## src/rtl/gpu_instruction_decoder.sv

```systemverilog
// gpu_instruction_decoder
// Pops instruction words from the command FIFO while the controller grants
// decode_en, decodes them, and parks draw instructions in a 2-entry buffer
// drained by the draw engine. ALPHA instructions are held as a status toward
// the controller instead of being buffered.
//
// Ports:
//   clk, n_rst            clock, asynchronous active-low reset
//   decode_en             controller grant; gates only the start of an instruction
//   fifo_empty/fifo_rdata show-ahead command FIFO head
//   fifo_r_en             FIFO pop (combinational)
//   draw_take             draw engine consumes the buffer head
//   out_valid, shape_type, color, x0, y0, x1, y1   buffer head
//   decode_fin            one-cycle pulse per committed draw instruction
//   decode_full           buffer holds two entries
//   inst_type             ALPHA instruction decoded and pending
//   alpha_val             alpha value of the last ALPHA instruction
//   err                   sticky illegal-opcode flag
module gpu_instruction_decoder (
  input  logic        clk,
  input  logic        n_rst,
  input  logic        decode_en,
  input  logic        fifo_empty,
  input  logic [31:0] fifo_rdata,
  output logic        fifo_r_en,
  input  logic        draw_take,
  output logic        out_valid,
  output logic [1:0]  shape_type,
  output logic [23:0] color,
  output logic [7:0]  x0,
  output logic [7:0]  y0,
  output logic [7:0]  x1,
  output logic [7:0]  y1,
  output logic        decode_fin,
  output logic        decode_full,
  output logic        inst_type,
  output logic [7:0]  alpha_val,
  output logic        err
);

  localparam int unsigned SHAPE_W = 2;
  localparam int unsigned COLOR_W = 24;
  localparam int unsigned COORD_W = 32;
  localparam int unsigned ALPHA_W = 8;
  localparam int unsigned DEPTH   = 2;
  localparam int unsigned CNT_W   = 2;

  localparam logic [2:0] OP_NOP   = 3'b000;
  localparam logic [2:0] OP_LINE  = 3'b001;
  localparam logic [2:0] OP_RECT  = 3'b010;
  localparam logic [2:0] OP_FILL  = 3'b011;
  localparam logic [2:0] OP_ALPHA = 3'b100;

  typedef enum logic [1:0] {
    S_IDLE       = 2'd0,
    S_FETCH1     = 2'd1,
    S_COMMIT     = 2'd2,
    S_ALPHA_HOLD = 2'd3
  } state_e;

  typedef struct packed {
    logic [SHAPE_W-1:0] shape;
    logic [COLOR_W-1:0] color;
    logic [COORD_W-1:0] coords;
  } entry_t;

  state_e               state_q, state_d;
  entry_t               pend_q, pend_d;
  logic [ALPHA_W-1:0]   alpha_q, alpha_d;
  logic                 err_q, err_d;
  entry_t               buf_q [DEPTH];
  entry_t               buf_d [DEPTH];
  logic                 wr_ptr_q, wr_ptr_d;
  logic                 rd_ptr_q, rd_ptr_d;
  logic [CNT_W-1:0]     count_q, count_d;

  logic [2:0]           opcode;
  logic                 push;
  logic                 pop;
  entry_t               head;

  assign opcode      = fifo_rdata[31:29];
  assign decode_full = (count_q == CNT_W'(DEPTH));
  assign out_valid   = (count_q != CNT_W'(0));
  assign head        = buf_q[rd_ptr_q];
  assign shape_type  = head.shape;
  assign color       = head.color;
  assign {x0, y0, x1, y1} = head.coords;
  assign alpha_val   = alpha_q;
  assign err         = err_q;

  // State register
  always_ff @(posedge clk or negedge n_rst) begin
    if (!n_rst) begin
      state_q <= S_IDLE;
    end else begin
      state_q <= state_d;
    end
  end

  // Next-state logic
  always_comb begin
    state_d = state_q;
    unique case (state_q)
      S_IDLE: begin
        if (fifo_r_en) begin
          case (opcode)
            OP_LINE, OP_RECT, OP_FILL: state_d = S_FETCH1;
            OP_ALPHA:                  state_d = S_ALPHA_HOLD;
            default:                   state_d = S_IDLE;
          endcase
        end
      end
      S_FETCH1:     if (fifo_r_en) state_d = S_COMMIT;
      S_COMMIT:     state_d = S_IDLE;
      S_ALPHA_HOLD: if (!decode_en) state_d = S_IDLE;
      default:      state_d = S_IDLE;
    endcase
  end

  // FSM outputs; fifo_r_en is forced low while reset is asserted so no word
  // is lost to a pop the FSM cannot act on.
  always_comb begin
    fifo_r_en  = 1'b0;
    decode_fin = 1'b0;
    inst_type  = 1'b0;
    unique case (state_q)
      S_IDLE:       fifo_r_en  = n_rst && decode_en && !fifo_empty && !decode_full;
      S_FETCH1:     fifo_r_en  = n_rst && !fifo_empty;
      S_COMMIT:     decode_fin = 1'b1;
      S_ALPHA_HOLD: inst_type  = 1'b1;
      default:      ;
    endcase
  end

  // Word capture, alpha/err status and decoded-instruction buffer
  always_comb begin
    pend_d   = pend_q;
    alpha_d  = alpha_q;
    err_d    = err_q;
    buf_d    = buf_q;
    wr_ptr_d = wr_ptr_q;
    rd_ptr_d = rd_ptr_q;
    count_d  = count_q;

    if ((state_q == S_IDLE) && fifo_r_en) begin
      case (opcode)
        OP_LINE, OP_RECT, OP_FILL: begin
          pend_d.shape = opcode[SHAPE_W-1:0];
          pend_d.color = fifo_rdata[COLOR_W-1:0];
        end
        OP_ALPHA: alpha_d = fifo_rdata[ALPHA_W-1:0];
        OP_NOP:   ;
        default:  err_d = 1'b1;
      endcase
    end

    if ((state_q == S_FETCH1) && fifo_r_en) begin
      pend_d.coords = fifo_rdata;
    end

    // Commit never meets a full buffer: starts are blocked while full.
    push = decode_fin;
    pop  = draw_take && out_valid;
    if (push) begin
      buf_d[wr_ptr_q] = pend_q;
      wr_ptr_d        = ~wr_ptr_q;
    end
    if (pop) begin
      rd_ptr_d = ~rd_ptr_q;
    end
    case ({push, pop})
      2'b10:   count_d = count_q + CNT_W'(1);
      2'b01:   count_d = count_q - CNT_W'(1);
      default: count_d = count_q;
    endcase
  end

  // Datapath registers
  always_ff @(posedge clk or negedge n_rst) begin
    if (!n_rst) begin
      pend_q   <= '0;
      alpha_q  <= '0;
      err_q    <= 1'b0;
      wr_ptr_q <= 1'b0;
      rd_ptr_q <= 1'b0;
      count_q  <= '0;
      for (int i = 0; i < DEPTH; i++) begin
        buf_q[i] <= '0;
      end
    end else begin
      pend_q   <= pend_d;
      alpha_q  <= alpha_d;
      err_q    <= err_d;
      wr_ptr_q <= wr_ptr_d;
      rd_ptr_q <= rd_ptr_d;
      count_q  <= count_d;
      for (int i = 0; i < DEPTH; i++) begin
        buf_q[i] <= buf_d[i];
      end
    end
  end

endmodule

```

## config.mk

```make
export PLATFORM = sky130hd
export DESIGN_NAME = gpu_instruction_decoder
export DESIGN_NICKNAME = d
export VERILOG_FILES = /design/src/rtl/gpu_instruction_decoder.sv
export SDC_FILE = /design/constraint.sdc
export NUM_CORES = 1
export LEC_CHECK = 0
export ABC_CLOCK_PERIOD_IN_PS = 2200
export CORE_UTILIZATION = 30
export CTS_CLUSTER_SIZE = 28
export DETAILED_ROUTE_END_ITERATION = 16
export PLACE_DENSITY_LB_ADDON = 0.2
export REMOVE_ABC_BUFFERS = 1
export SYNTH_ARGS = -nofsm -noshare
export SYNTH_HDL_FRONTEND = slang
export SYNTH_SLANG_ARGS = --single-unit
```

## constraint.sdc

```tcl
create_clock -name clk -period 2.2 [get_ports clk]
set_input_delay 0.33 -clock clk [delete_from_list [all_inputs] [get_ports clk]]
set_output_delay 0.33 -clock clk [all_outputs]
set_load 0.01 [all_outputs]
```

Word-level counts from Yosys, hierarchy flattened:

Cells that the tools add are included.

* $add $sub $neg: 2
* $mul: 0
* div/mod/pow operators: 0
* $lt $le $gt $ge: 3
* equal/unequal tests: 13
* shift-type cells: 0
* mux-type cells: 15
* bitwise operators: 5
* reductions and logical operators: 20

Operators by type and width (count)
* 58-bit two-way mux: 4
* 116-bit bitwise mux: 1
* 58-bit demux with 1-bit select: 1
* 2-bit equality test (second input constant): 4
* 1-bit logical AND: 8
* 2-bit one-hot mux with 2 select lines: 2
* 2-bit one-hot mux with 4 select lines: 1
* 3-bit by 2-bit equality test with 1-bit output (second input constant): 2
* 2-bit two-way mux: 3
* 2-bit != test (second input constant): 3
* 2-bit AND reduction: 3
* 5-bit OR reduction: 1
* 2-bit by 1-bit equality test with 1-bit output (second input constant): 2
* 2-bit >= comparator (second input constant): 2
* 1-bit NOT with 2-bit output: 2
* 2-bit nonzero test: 2
* 3-bit by 1-bit equality test with 1-bit output (second input constant): 1
* 3-bit equality test (second input constant): 1
* 3-bit logical NOT: 1
* 1-bit NOT: 3
* 3-bit AND reduction: 1
* 3-bit OR reduction: 1
* 2-bit by 1-bit adder with 2-bit output (second input constant): 1
* 1-bit logical NOT: 2
* 5 further kinds: 6

* bits in registers: 189
* bits in latches: 0
* memory bits (writable): 0
* ROM bits: 0
* output and inout bits: 72
* memories kept: 0

Logic depth before layout (Yosys ltp):

* word-level depth: 6
* gate-level depth with buffers: 6
* gate-level depth less buffers: 6

Least setup slack after synthesis:

Ideal clock, no wire load.

* path kind: register -> output
* start: reg rd_ptr_q
* end: out color[10]
* data arrival time: 1.440 ns
* slack: 0.430 ns
* stages on the path, launching flop included: 5
* path buffers: 3
* path through: dfrtp_1 clkbuf_1 buf_1 buf_2 mux2_2

* word-level cells in the longest chain between the ends: 4

Ends and longest elaborated chain
* start, declared: line 74 `logic rd_ptr_q, rd_ptr_d;`
* start signal, assigned: line 196 `rd_ptr_q <= rd_ptr_d;`
* 1-bit NOT with 2-bit output (not written as such): line 85 `assign head = buf_q[rd_ptr_q];`
* 58-bit two-way mux (not written as such) (3 in series): line 85
* end, declared: line 29 `output logic [23:0] color,`

No other way between the ends. The select of a mux whose other input is x is not followed.

Worst setup path in the final report:

* start: reg rd_ptr_q
* end: out color[11]

Same word-level chain as after synthesis.

==> results.md <==
* Register area share after synthesis at 59.6%
* Row count at 59
* Detailed Route Iter0 Violations at 141
* P_int at 10.0 mW
* Worst slew pin tran at 0.988 ns
* I/O pins at 109
* Worst EP arrival at 1.81 ns
* DR vias/cell at 4.53
* Syn_area_per_cell at 16.0 sq um
* Worst slack, placed at 0.0843 ns
* Synth unique cells at 33
* CTS buffer count at 17
* EDFF count, synth at 0
* Initial cell density of the core at 30.5%
* Fin Hold WS at 0.125 ns
* CP Launch Type: flip-flop
* Maxcap violations at 0
* Chip width at 165 microns
* Outcome: finished clean
* Worst-path clk slew at 0.07 ns
* Hold Path Class: primary input to async pin
* Final Critical Period at 2.14 ns
* CTS tree: built
* Port bufs at 108
* Reg power frac at 42.1%
* Top cells by count, synth: mux2_2 (217), dfrtp_1 (189), mux2_4 (20), buf_2 (9)
* Cell Pwr Density at 1400 nW/um^2
* Count leader, synth: mux2_2
* Sw power at 4.22 mW
* Crit share post-route at 97.3%
* Share of cells above drive strength 1 at 55.3%
* Post-DP HPWL at 10100 microns
* Largest net degree at the start of global routing at 184
* Final Skew at 0.0125 ns
* Crit-path slowest cell: dfrtp_4
* Largest cells by area after synthesis: dfrtp_1 (60%), mux2_2 (31%), mux2_4 (3.8%)
* Residual DRC at 0
* Drt total wl at 17100 microns
* FF+latch area at 4730 sq um
* Clk Latency, worst-skew pair at 0.44 ns
* WL per Instance at 17.5 microns
* Multi-input logic area at 3060 sq um
* Die area at 27100 sq um
* Clock power share at 22.2%
* Async S/R FF share, synth at 100%
* Max Freq at 467 MHz
* Synth Cell Area at 7930 sq um
* WS Path Type: flip-flop to output pin
* Slew HR at 34.1%
* Crit-path max cell delay at 0.52 ns
* Initial antenna violation count at 0
* Cell Chain, Critical Path: buf_4, buf_12, buf_16, mux2_2, buf_2
* Synth top area share at 59.6%
* Sw frac at 29.6%
* Core area at 26000 sq um
* Pleak at 4.89 nW
* Final WS setup at 0.0592 ns
* Cell family with most CP delay: buffers and inverters
* Synth Flop Type: dfrtp_1
* Gr usage total at 13.4%
* Final setup fails at 0
* # fillers at 2437
* CP Capture Type: output pin
* Gate power share at 35.7%
* Htree depth at 4
* Vias in the first global route at 4794
* CTS Sinks at 189
* First-pass GRT wire length at 26900 microns
* #FFs+latches synth at 189
* Final Hold Violating Endpoints at 0
* CP max FO at 13
* RSZ-0062 raised after global routing: no
* Post-layout util at 39.1%
* Clock Tree Buf Depth at 2
* Peak supply drop at 0.508 mV
* 1st-pass router iterations at 4
* Vias post-DR at 4404
* Routability cong. at 0.754
* Antenna Nets Post-Route at 0
* Ys Warns at 0
* Syn-to-layout area delta at 28.2%
* Synth Instances at 495
* WP data required at 1.87 ns
* Grt ovf at 0
* Die Y at 165 microns
* Synth area leader: dfrtp_1
* Final nets at 662
* CP bufs+invs at 4
* ANT cells at 0
* Max-slew violation count at 0
* CTS Root Cell: clkbuf_16
-- flip-flops by register name, summed over array words and instances (netlist names) --
signal / cells
state_q: 2
err: 1
wr_ptr_q: 1
alpha_val: 8
pend_q: 58
buf_q: 116
count_q: 2
rd_ptr_q: 1
-- area by class of cell --
cell class	instances	area share, %
multi-input cells	275	30.0
clock buffers	18	4.32
inverters	4	0.148
well taps	335	4.12
clock inverters	14	1.72
flip-flops and latches	189	46.6
repair buffers	137	13.1
-- metrics by stage --
step	cells	instance area (sq um)	power (mW)	TNS (ns)
after detailed placement	926	9530	11.3	0
after global placement	926	9530	11.0	0
final	972	10200	14.2	0
after global routing	972	10200	15.2	0
after floorplan	468	7770	8.81	-102.77
after CTS	971	10200	14.5	-0.121
-- power by group through the flow --
stage / registers [mW] / clock network, mW / logic [mW]
2_1_floorplan: 5.89 / 0 / 2.92
3_3_place_gp: 5.94 / 0 / 5.10
3_5_place_dp: 6.10 / 0 / 5.19
4_1_cts: 6.01 / 3.30 / 5.23
5_1_grt: 6.23 / 3.43 / 5.50
6_report: 5.98 / 3.16 / 5.08
-- worst register-to-register path, delay by kind of cell, from the launching register on --
family	cells	cell delay [ns]
flops	1	0.45
mux	1	0.34
simple gates	1	0.39
buf+inv	2	0.38
compound gates	1	0.17
-- timing repair --
item / CTS / global route
setup endpoints to repair: 59 / 6
hold buffers: 1 / 0
hold endpoints to repair: 6 / 0
gates cloned: 4 / 0
pin swaps: 1 / 0
gates resized for setup: 198 / 6
setup buffers: 8 / 1
-- worst paths after layout --
| kind | cells after the start | startpoint | endpoint | slack (ns) |
|---|---|---|---|---|
| setup / recovery | 5 | rd_ptr_q$_DFFE_PN0P_ | color[11] | 0.06 |
| hold / removal | 2 | n_rst | buf_q[77]$_DFFE_PN0P_ | 0.12 |
| setup reg to reg | 5 | state_q[1]$_DFFE_PN0P_ | pend_q[40]$_DFFE_PN0P_ | 0.35 |
| hold reg to reg | 1 | count_q[1]$_DFFE_PN0P_ | count_q[1]$_DFFE_PN0P_ | 0.50 |
| max in group asynchronous | 2 | n_rst | rd_ptr_q$_DFFE_PN0P_ | 1.32 |
| min in group clk | 4 | n_rst | pend_q[56]$_DFFE_PN0P_ | 0.42 |
-- layout by cell type (no fill, tap or decap), types with 3 or more instances in the layout --
| master | count |
|---|---|
| xnor2_1 | 3 |
| clkinv_4 | 3 |
| clkdlybuf4s15_1 | 8 |
| buf_4 | 11 |
| dlygate4sd2_1 | 4 |
| dlymetal6s2s_1 | 3 |
| mux2_4 | 20 |
| o21ai_0 | 3 |
| inv_6 | 4 |
| mux2_2 | 217 |
| clkbuf_16 | 17 |
| inv_1 | 4 |
| buf_12 | 12 |
| nand4_1 | 3 |
| dfrtp_1 | 187 |
| clkdlybuf4s50_1 | 48 |
| buf_2 | 44 |
-- kinds of logic after synthesis --
logic type               count (synthesis)  share of synthesized area [%]
AO/OA/AOI/OAI                           10                          0.899
XOR/XNOR                                 5                          0.552
adder cells (fa/ha/maj)                  1                          0.158
buffers and inverters                   31                           2.24
flip-flops                             189                           59.6
multiplexers                           238                           34.7
AND/OR/NAND/NOR                         21                           1.80
-- routing by layer --
| layer | up-vias | routed length (microns) | share of wire (%) | track usage (%) |
|---|---|---|---|---|
| met4 | 0 | 194 | 1.1 | 4.13 |
| met3 | 13 | 665 | 3.9 | 3.39 |
| met2 | 80 | 8490 | 50 | 22.0 |
| met5 | - | 0 | 0 | 0 |
| li1 | 2019 | - | - | - |
| met1 | 2292 | 7710 | 45 | 17.2 |
No activity file was read; power rests on OpenSTA's default activity.
